==> config.mk <==
export PLATFORM = sky130hd
export DESIGN_NAME = vga_pattern_gen
export DESIGN_NICKNAME = d
export VERILOG_FILES = /design/src/rtl/vga_pattern_gen.sv
export SDC_FILE = /design/constraint.sdc
export NUM_CORES = 1
export LEC_CHECK = 0
export CAP_MARGIN = 20
export CORE_MARGIN = 2
export CORE_UTILIZATION = 50
export CTS_CLUSTER_DIAMETER = 50
export DETAILED_ROUTE_END_ITERATION = 7
export GPL_TIMING_DRIVEN = 0
export PLACE_DENSITY = 0.75
export SLEW_MARGIN = 20
export SYNTH_ARGS = -nofsm -noshare
export SYNTH_HDL_FRONTEND = slang
export SYNTH_SLANG_ARGS = --single-unit
==> constraint.sdc <==
create_clock -name i_pixclk -period 2.95 [get_ports i_pixclk]
set_input_delay 0.59 -clock i_pixclk [delete_from_list [all_inputs] [get_ports i_pixclk]]
set_output_delay 0.59 -clock i_pixclk [all_outputs]
set_load 0.005 [all_outputs]
==> src/rtl/vga_pattern_gen.sv <==
// vga_pattern_gen: multi-mode VGA test-pattern source.
// Sits behind the VGA timing generator and turns its i_rd / i_newline /
// i_newframe strobes into a registered {R,G,B} pixel stream. Four patterns:
// colour bars, an animated gray ramp, a checkerboard and a frame-cycled
// solid colour. Tracks pixel/line position and an 8-bit frame counter.
//
// Optional feature: define VGATEST_BORDER_EN to force a one-pixel white
// border (first/last column, first/last line) on top of every pattern.
//
// NBARS_LG must be at least 3: the bar colour is taken from the top three
// bits of the bar index.
module vga_pattern_gen #(
    parameter int BITS_PER_COLOR = 8,
    parameter int HW             = 12,
    parameter int VW             = 12,
    parameter int NBARS_LG       = 3,
    parameter int CHK_LG         = 4
) (
    input  logic                          i_pixclk,
    input  logic                          i_reset,
    input  logic [HW-1:0]                 i_width,
    input  logic [VW-1:0]                 i_height,
    input  logic [1:0]                    i_mode,
    input  logic                          i_rd,
    input  logic                          i_newline,
    input  logic                          i_newframe,
    output logic [3*BITS_PER_COLOR-1:0]   o_pixel,
    output logic [7:0]                    o_frame
);

    localparam int PW = 3 * BITS_PER_COLOR;

    localparam logic [HW-1:0]       H_ZERO   = {HW{1'b0}};
    localparam logic [HW-1:0]       H_ONE    = {{(HW-1){1'b0}}, 1'b1};
    localparam logic [VW-1:0]       V_ZERO   = {VW{1'b0}};
    localparam logic [VW-1:0]       V_ONE    = {{(VW-1){1'b0}}, 1'b1};
    localparam logic [NBARS_LG-1:0] NB_ZERO  = {NBARS_LG{1'b0}};
    localparam logic [NBARS_LG-1:0] NB_ONE   = {{(NBARS_LG-1){1'b0}}, 1'b1};
    localparam logic [NBARS_LG-1:0] HBAR_MAX = {NBARS_LG{1'b1}};
    localparam logic [PW-1:0]       PIX_WHITE = {PW{1'b1}};
    localparam logic [PW-1:0]       PIX_BLACK = {PW{1'b0}};

    typedef enum logic [1:0] {
        MODE_BARS    = 2'd0,
        MODE_RAMP    = 2'd1,
        MODE_CHECKER = 2'd2,
        MODE_SOLID   = 2'd3
    } mode_e;

    // Eight-entry colour table shared by the bar and solid-colour patterns.
    function automatic logic [PW-1:0] color_lut(input logic [2:0] idx);
        logic [BITS_PER_COLOR-1:0] f;
        logic [BITS_PER_COLOR-1:0] z;
        f = {BITS_PER_COLOR{1'b1}};
        z = {BITS_PER_COLOR{1'b0}};
        case (idx)
            3'd0:    color_lut = {f, f, f};  // white
            3'd1:    color_lut = {f, f, z};  // yellow
            3'd2:    color_lut = {z, f, f};  // cyan
            3'd3:    color_lut = {z, f, z};  // green
            3'd4:    color_lut = {f, z, f};  // magenta
            3'd5:    color_lut = {f, z, z};  // red
            3'd6:    color_lut = {z, z, f};  // blue
            default: color_lut = {z, z, z};  // black
        endcase
    endfunction

    logic [HW-1:0]       hpos_q,  hpos_d;
    logic [VW-1:0]       ypos_q,  ypos_d;
    logic [NBARS_LG-1:0] hbar_q,  hbar_d;
    logic [HW-1:0]       hedge_q, hedge_d;
    logic                dline_q, dline_d;
    mode_e               mode_q,  mode_d;
    logic [7:0]          frame_q, frame_d;
    logic [PW-1:0]       pixel_q, pixel_d;

    logic [HW-1:0]             barw_s;
    logic [HW-1:0]             hpos_inc_s;
    logic [BITS_PER_COLOR-1:0] ramp_s;
    logic                      chk_s;
    logic [PW-1:0]             base_s;
    logic [PW-1:0]             pattern_s;

    // Bar width is re-derived from i_width at every line start.
    assign barw_s     = i_width >> NBARS_LG;
    assign hpos_inc_s = hpos_q + H_ONE;
    assign ramp_s     = BITS_PER_COLOR'(hpos_q) + BITS_PER_COLOR'(frame_q);
    assign chk_s      = hpos_q[CHK_LG] ^ ypos_q[CHK_LG] ^ frame_q[0];

    // Select the pattern colour for the current position from the latched mode.
    always_comb begin
        base_s = PIX_BLACK;
        case (mode_q)
            MODE_BARS:    base_s = color_lut(hbar_q[NBARS_LG-1 -: 3]);
            MODE_RAMP:    base_s = {ramp_s, ramp_s, ramp_s};
            MODE_CHECKER: begin
                if (chk_s) begin
                    base_s = PIX_WHITE;
                end else begin
                    base_s = PIX_BLACK;
                end
            end
            MODE_SOLID:   base_s = color_lut(frame_q[7:5]);
            default:      base_s = PIX_BLACK;
        endcase
    end

`ifdef VGATEST_BORDER_EN
    logic border_s;
    // The border sits on the first/last active column and line of the frame.
    assign border_s  = (hpos_q == H_ZERO) || (hpos_q == i_width - H_ONE) ||
                       (ypos_q == V_ZERO) || (ypos_q == i_height - V_ONE);
    assign pattern_s = border_s ? PIX_WHITE : base_s;
`else
    logic unused_height_s;
    // Frame height only matters for the border; keep it visibly consumed.
    assign unused_height_s = ^i_height;
    assign pattern_s       = base_s;
`endif

    // Next-state decode of the strobes: newframe beats newline beats rd.
    always_comb begin
        hpos_d  = hpos_q;
        ypos_d  = ypos_q;
        hbar_d  = hbar_q;
        hedge_d = hedge_q;
        dline_d = dline_q;
        mode_d  = mode_q;
        frame_d = frame_q;
        pixel_d = pixel_q;
        if (i_newframe) begin
            ypos_d  = V_ZERO;
            mode_d  = mode_e'(i_mode);
            frame_d = frame_q + 8'd1;
            hpos_d  = H_ZERO;
            hbar_d  = NB_ZERO;
            hedge_d = barw_s;
            dline_d = 1'b0;
            pixel_d = PIX_BLACK;
        end else if (i_newline) begin
            hpos_d  = H_ZERO;
            hbar_d  = NB_ZERO;
            hedge_d = barw_s;
            dline_d = 1'b0;
            pixel_d = PIX_BLACK;
            // Lines that never saw a pixel request are blanking, not video.
            if (dline_q) begin
                ypos_d = ypos_q + V_ONE;
            end else begin
                ypos_d = ypos_q;
            end
        end else if (i_rd) begin
            pixel_d = pattern_s;
            hpos_d  = hpos_inc_s;
            dline_d = 1'b1;
            // A zero edge means the line is narrower than the bar count:
            // there are no bar boundaries, so the bar index stays at zero.
            if ((hedge_q != H_ZERO) && (hpos_inc_s == hedge_q)) begin
                hedge_d = hedge_q + barw_s;
                if (hbar_q != HBAR_MAX) begin
                    hbar_d = hbar_q + NB_ONE;
                end else begin
                    hbar_d = hbar_q;
                end
            end else begin
                hedge_d = hedge_q;
                hbar_d  = hbar_q;
            end
        end else begin
            pixel_d = pixel_q;
        end
    end

    // State and output registers with asynchronous clear.
    always_ff @(posedge i_pixclk or posedge i_reset) begin
        if (i_reset) begin
            hpos_q  <= H_ZERO;
            ypos_q  <= V_ZERO;
            hbar_q  <= NB_ZERO;
            hedge_q <= H_ZERO;
            dline_q <= 1'b0;
            mode_q  <= MODE_BARS;
            frame_q <= 8'd0;
            pixel_q <= PIX_BLACK;
        end else begin
            hpos_q  <= hpos_d;
            ypos_q  <= ypos_d;
            hbar_q  <= hbar_d;
            hedge_q <= hedge_d;
            dline_q <= dline_d;
            mode_q  <= mode_d;
            frame_q <= frame_d;
            pixel_q <= pixel_d;
        end
    end

    assign o_pixel = pixel_q;
    assign o_frame = frame_q;

endmodule

==> results of run 1 <==
[critical path: stages, from the launching register on]
cell	delay [ns]
dfrtp_2	0.49
ha_1	0.34
xnor2_1	0.16
nand3_1	0.14
a2111oi_4	0.40
o221ai_2	0.20
or3_4	0.38
buf_6	0.16
or3_1	0.34
a21oi_1	0.14
[state kept, by name, summed over array words and instances (netlist names)]
name and cells:
o_pixel 24, hbar_q 3, o_frame 8, mode_q 2
hedge_q 12, hpos_q 12, dline_q 1, ypos_q 5
[final cells by class]
class	count	area [µm²]	share of cell area, %
multi-input combinational	339	2360	47.5
sequential	67	1680	33.8
timing repair buffer	47	480	9.67
clock buffer	14	153	3.07
tap	105	131	2.65
buffer	18	80.1	1.61
inverter	12	47.5	0.957
clock inverter	2	35.0	0.705
[path summary, 6_finish.rpt]
path	start	endpoint	slack, ns	cells past startpoint
max	hpos_q[1]$_DFFE_PP0P_	hedge_q[10]$_DFFE_PP0P_	0.13	9
min	o_pixel[4]$_DFFE_PP0P_	o_pixel[4]$_DFFE_PP0P_	0.48	2
max reg2reg	hpos_q[1]$_DFFE_PP0P_	hedge_q[10]$_DFFE_PP0P_	0.13	9
min reg2reg	o_pixel[4]$_DFFE_PP0P_	o_pixel[4]$_DFFE_PP0P_	0.48	2
max in group asynchronous	i_reset	hpos_q[1]$_DFFE_PP0P_	1.81	3
min in group asynchronous	i_reset	o_pixel[5]$_DFFE_PP0P_	0.60	2
[through the flow]
stage               total power, mW  TNS (ns)
floorplan                      1.54         0
global placement               1.81    -28.73
detailed placement             1.84    -0.312
CTS                            2.57         0
global route                   2.71         0
finish                         2.56         0
[layout by cell type, fill, tap and decap left out, types with 4 or more instances in the layout]
cell type and instances:
nand3_1 7, nor2b_1 8, clkbuf_1 17, nand2b_1 5
nand2_1 39, a21oi_1 14, ha_1 26, a211o_1 9
clkbuf_8 10, o21bai_1 6, buf_2 4, o21ai_0 32
nor4_1 5, dfrtp_1 66, nor3_1 7, xnor2_1 22
nor2_1 51, nand4_1 15, and3_1 4, inv_1 11
xor2_1 29, mux2i_1 10, mux2_2 5, clkdlybuf4s50_1 46
[power by group through the flow]
stage / Clock (mW) / Sequential, mW / Combinational [mW]
floorplan: 0 / 1.13 / 0.413
global placement: 0 / 1.15 / 0.655
detailed placement: 0 / 1.16 / 0.680
CTS: 0.751 / 1.14 / 0.683
global route: 0.788 / 1.15 / 0.767
finish: 0.739 / 1.14 / 0.683
[per-layer routing]
| metal | global-route usage, % | share of wire [%] | up-vias | wire, µm |
|---|---|---|---|---|
| met5 | 0 | 0 | - | 0 |
| li1 | - | - | 1652 | - |
| met1 | 26.4 | 43 | 1654 | 3910 |
| met2 | 39.4 | 52 | 83 | 4710 |
| met3 | 2.92 | 3.3 | 17 | 303 |
| met4 | 8.45 | 2.0 | 0 | 182 |
[kinds of logic (layout without fill, tap and decap cells)]
family	count (synthesis)	in the layout
AOI/OAI and AO/OA	85	85
xor gates and xnor gates	51	51
adders and majority gates	28	28
buffers and inverters	30	93
DFF	67	67
muxes	15	15
and+or+nand+nor	160	160
==> impl_metrics.toml, run 1 <==
[logic_synthesis]
ys_async_sr_fraction_pct = 100
netlist.area_leader.share_pct = 40.5
synth_xor_area_share_pct = 10.8
synth_top_cell_by_area = "dfrtp_1"
synth_compound_gate_area_share_pct = 14.0
syn_area_um2 = 4140
synth.area.top_cells = "dfrtp_1 40%, ha_1 7.9%, xor2_1 6.1%, xnor2_1 4.7%, nor2_1 4.6%"
syn_nets = 495
yosysMostFrequentCell = "dfrtp_1"
synth_cell_types = 52
syn_inst = 436
synth_seq_area_share_pct = 40.5
yosys_register_bits = 67
syn_area_per_cell_um2 = 9.50
synth-edff-count = 0
synth_top_family_by_area = "simple AND/OR/NAND/NOR gates"
synthFlopType = "dfrtp_1"
yosys.area_share.simple_pct = 19.1
synth.area.mux_share_pct = 3.78
synth_common_cells = "67 x dfrtp_1, 51 x nor2_1, 39 x nand2_1"
synthAdderAreaFrac_pct = 8.82
yosysWarnings = 0

[job]
drv_cap = 0

[sta]
tightest_slew_ns = 0.829
max_slew_margin_pct = 43.8
setup_viol = 0
hold_slack_ns = 0.478
fmax_mhz = 354
rsz0062_at_grt = "no"
hold_viol = 0
skew_ns = 0.00587
setup_slack_ns = 0.128
final_max_slew_viol_count = 0
fin_crit_sh_pct = 95.6
period_needed_ns = 2.82

[power]
powerDensity_nw_per_um2 = 516
p_int_mw = 1.78
vdd_drop_max_mv = 0.277
net-switching-power_mw = 0.783
sequentialPowerShare_pct = 44.5
power_frac_clock_pct = 28.8
p_leak_nw = 2.28
switching_share_pct = 30.6
pwr-share-comb_pct = 26.7

[placement]
hpwl_um = 7010
placed_area_um2 = 4760
gp_congestion = 0.806
dp.cells = 588
place_ws_ns = -0.186
io_buffers = 46

[route]
drt_pass1_iterations = 5
wl_per_cell_um = 15.1
first_iter_violations = 88
routed_wl_um = 9120
drc_errors = 0
drtAntennaViolNets = 0
vias = 3406
viasPerCell = 5.64

[layout]
num-fill-cells = 704
diodes = 0
instances_no_fill = 604
drive_gt1_share_pct = 8.22
final_nets = 553
post-route-util_pct = 61.1
area_delta_synth_final_pct = 19.9
stdcell_area_um2 = 4970

[cts]
clkSinkCount = 67
cts_root_buf = "clkbuf_8"
insertion_delay_ns = 0.33
cts_tree = "built"
clk_path_buf_depth = 2
cts_buffers = 9
cts_hold_buffers = 0
post_cts_buffers = 0
clkTransAtPathRegs_ns = 0.07
cts_resized = 0
htreeDepth = 3

[setup_path]
worstPathRequired_ns = 3.21
crit_arrival_ns = 3.08
crit_type = "register to register"
critical_path.endpoint_type = "register"
worstPathMaxFanout = 10
start_kind = "register"

[global_routing]
grt_max_degree = 36
grt_pass1_vias = 3361
antenna_found_initial = 0
gr-total-overflow = 0
grt_util_all_layers_pct = 21.8
grt_pass1_wl_um = 15500

[floorplan]
fp-row-count = 33
die-area_um2 = 9030
dieWidth_um = 95.0
floorplan.initialDensity_pct = 50.9
fp.dieH_um = 95.0
core_area_um2 = 8130
ios = 63

[run_status]
outcome = "completed"

[hold_path]
hold_class = "register to register"
Note: power is estimated with default switching activity, not from simulation.
==> run 2, diff against run 1 <==
- CELL_PAD_IN_SITES_DETAIL_PLACEMENT: unset -> 1
- CELL_PAD_IN_SITES_GLOBAL_PLACEMENT: unset -> 2
- CORE_UTILIZATION: 50 -> 34
- PLACE_DENSITY: 0.75 -> 0.89
- SKIP_CTS_REPAIR_TIMING: unset -> 1
==> run 2 against run 1 <==
Compared with the run above: register-to-register slack gained 0.07 ns; highest routed layer unchanged; maximum frequency increased by 2.4%; combinational power up 2%; clock skew about the same; hold slack better by 0.0040 ns; final area rose by 3.4%; die area up 45%.
==> impl_metrics.toml, run 2 (same netlist as run 1, synthesis figures left out) <==
[floorplan]
ios = 63
core_area_um2 = 12000
fp.dieH_um = 114
dieWidth_um = 114
fp-row-count = 40
floorplan.initialDensity_pct = 34.6
die-area_um2 = 13100

[cts]
clk_path_buf_depth = 2
htreeDepth = 3
cts_tree = "built"
clkSinkCount = 67
cts_root_buf = "clkbuf_16"
cts_buffers = 9
insertion_delay_ns = 0.34
clkTransAtPathRegs_ns = 0.05

[setup_path]
rr_endpoint = "hedge_q[10]$_DFFE_PP0P_"
critical_path.endpoint_type = "register"
crit_arrival_ns = 3.02
reg2reg_depth = 9
r2r_slack_ns = 0.19
start_kind = "register"
worstPathRequired_ns = 3.21
crit_type = "register to register"
crit_path_start = "hpos_q[1]$_DFFE_PP0P_"
worstPathMaxFanout = 10
r2r_start = "hpos_q[1]$_DFFE_PP0P_"

[global_routing]
antenna_found_initial = 0
gr-total-overflow = 0
grt_util_all_layers_pct = 17.3
grt_pass1_wl_um = 17800
grt_max_degree = 38
grt_pass1_vias = 3631

[placement]
placed_area_um2 = 4810
gp_congestion = 0.781
io_buffers = 46
hpwl_um = 8220
place_ws_ns = -0.301

[layout]
largest_reg_flops = 24
drive_gt1_share_pct = 8.62
area_delta_synth_final_pct = 23.9
diodes = 0
final_common_cell = "dfrtp_1"
mostFrequentLayoutCells = "66 x dfrtp_1, 51 x nor2_1, 46 x clkdlybuf4s50_1"
post-route-util_pct = 42.9
stdcell_area_um2 = 5130
num-fill-cells = 1375
final_nets = 554

[sta]
final_max_slew_viol_count = 0
tns_ns = 0
fmax_mhz = 363
hold_viol = 0
max_slew_margin_pct = 47.5
rsz0062_at_grt = "no"
fin_crit_sh_pct = 93.4
period_needed_ns = 2.76
hold_slack_ns = 0.482
setup_slack_ns = 0.195
tightest_slew_ns = 0.775
setup_viol = 0
skew_ns = 0.00598

[hold_path]
hold_end = "o_pixel[11]$_DFFE_PP0P_"
worstHoldStart = "o_pixel[11]$_DFFE_PP0P_"
hold_depth = 2
hold_class = "register to register"

[power]
p_leak_nw = 2.33
vdd_drop_max_mv = 0.248
powerDensity_nw_per_um2 = 568

[route]
viasPerCell = 5.23
routed_wl_um = 10600
wl_per_cell_um = 16.4
drc_errors = 0
first_iter_violations = 127
vias = 3377
drt_pass1_iterations = 4
drtAntennaViolNets = 0

[run_status]
outcome = "completed"

[job]
drv_cap = 0
[run 2: how the worst max path moves through the flow]
stage                              end  slack, ns
6_report       hedge_q[10]$_DFFE_PP0P_       0.19
4_1_cts          hbar_q[1]$_DFFE_PP0P_      -0.10
2_1_floorplan  hedge_q[10]$_DFFE_PP0P_       0.37
3_3_place_gp    hedge_q[8]$_DFFE_PP0P_      -0.48
5_1_grt        hedge_q[10]$_DFFE_PP0P_       0.03
3_5_place_dp   hedge_q[11]$_DFFE_PP0P_      -0.30
[run 2: area by class of cell]
type / instances / area (µm²) / share of cell area, %
inverters: 12 / 47.5 / 0.926
repair buffers: 48 / 488 / 9.51
clock buffers: 13 / 260 / 5.07
well taps: 147 / 184 / 3.58
flip-flops and latches: 67 / 1680 / 32.7
multi-input cells: 339 / 2360 / 46.0
clock inverters: 2 / 35.0 / 0.682
plain buffers: 18 / 80.1 / 1.56
[run 2: report_power, final]
| group | internal [mW] | total, mW | switching, mW |
|---|---|---|---|
| sequential | 1.01 | 1.14 | 0.135 |
| combinational | 0.362 | 0.698 | 0.335 |
| clock | 0.694 | 1.08 | 0.383 |
[run 2: per-layer routing]
layer  GRT usage (%)  wire length, µm
met1            20.0             4660
met2            32.0             5550
met3            2.28              278
met4            7.15              142
met5               0                0
[run 2: stage by stage]
step                cells  power [mW]
floorplan             436        1.54
CTS                   645        2.95
global route          646        3.07
global placement      629        1.82
finish                646        2.92
detailed placement    630        1.86
[run 2: critical path, cell delays in order, from the launching register on]
cell,delay [ns]
dfrtp_2,0.49
ha_1,0.33
xnor2_1,0.17
nand3_1,0.13
a2111oi_4,0.38
o221ai_2,0.16
or3_4,0.37
buf_6,0.16
or3_1,0.35
a21oi_1,0.14
==> run 3, diff against run 2 <==
--- a/config.mk
+++ b/config.mk
@@ -7,3 +7,3 @@
 export LEC_CHECK = 0
-export CAP_MARGIN = 20
+export CAP_MARGIN = 5
 export CELL_PAD_IN_SITES_DETAIL_PLACEMENT = 1
--- a/constraint.sdc
+++ b/constraint.sdc
@@ -3,2 +3,2 @@
 set_output_delay 0.59 -clock i_pixclk [all_outputs]
-set_load 0.005 [all_outputs]
+set_load 0.02 [all_outputs]
==> results of run 3 <==
Same layout as run 2 (identical final DEF). Status: completed.
Among the figures that moved: total power 2.92 mW -> 3.00 mW
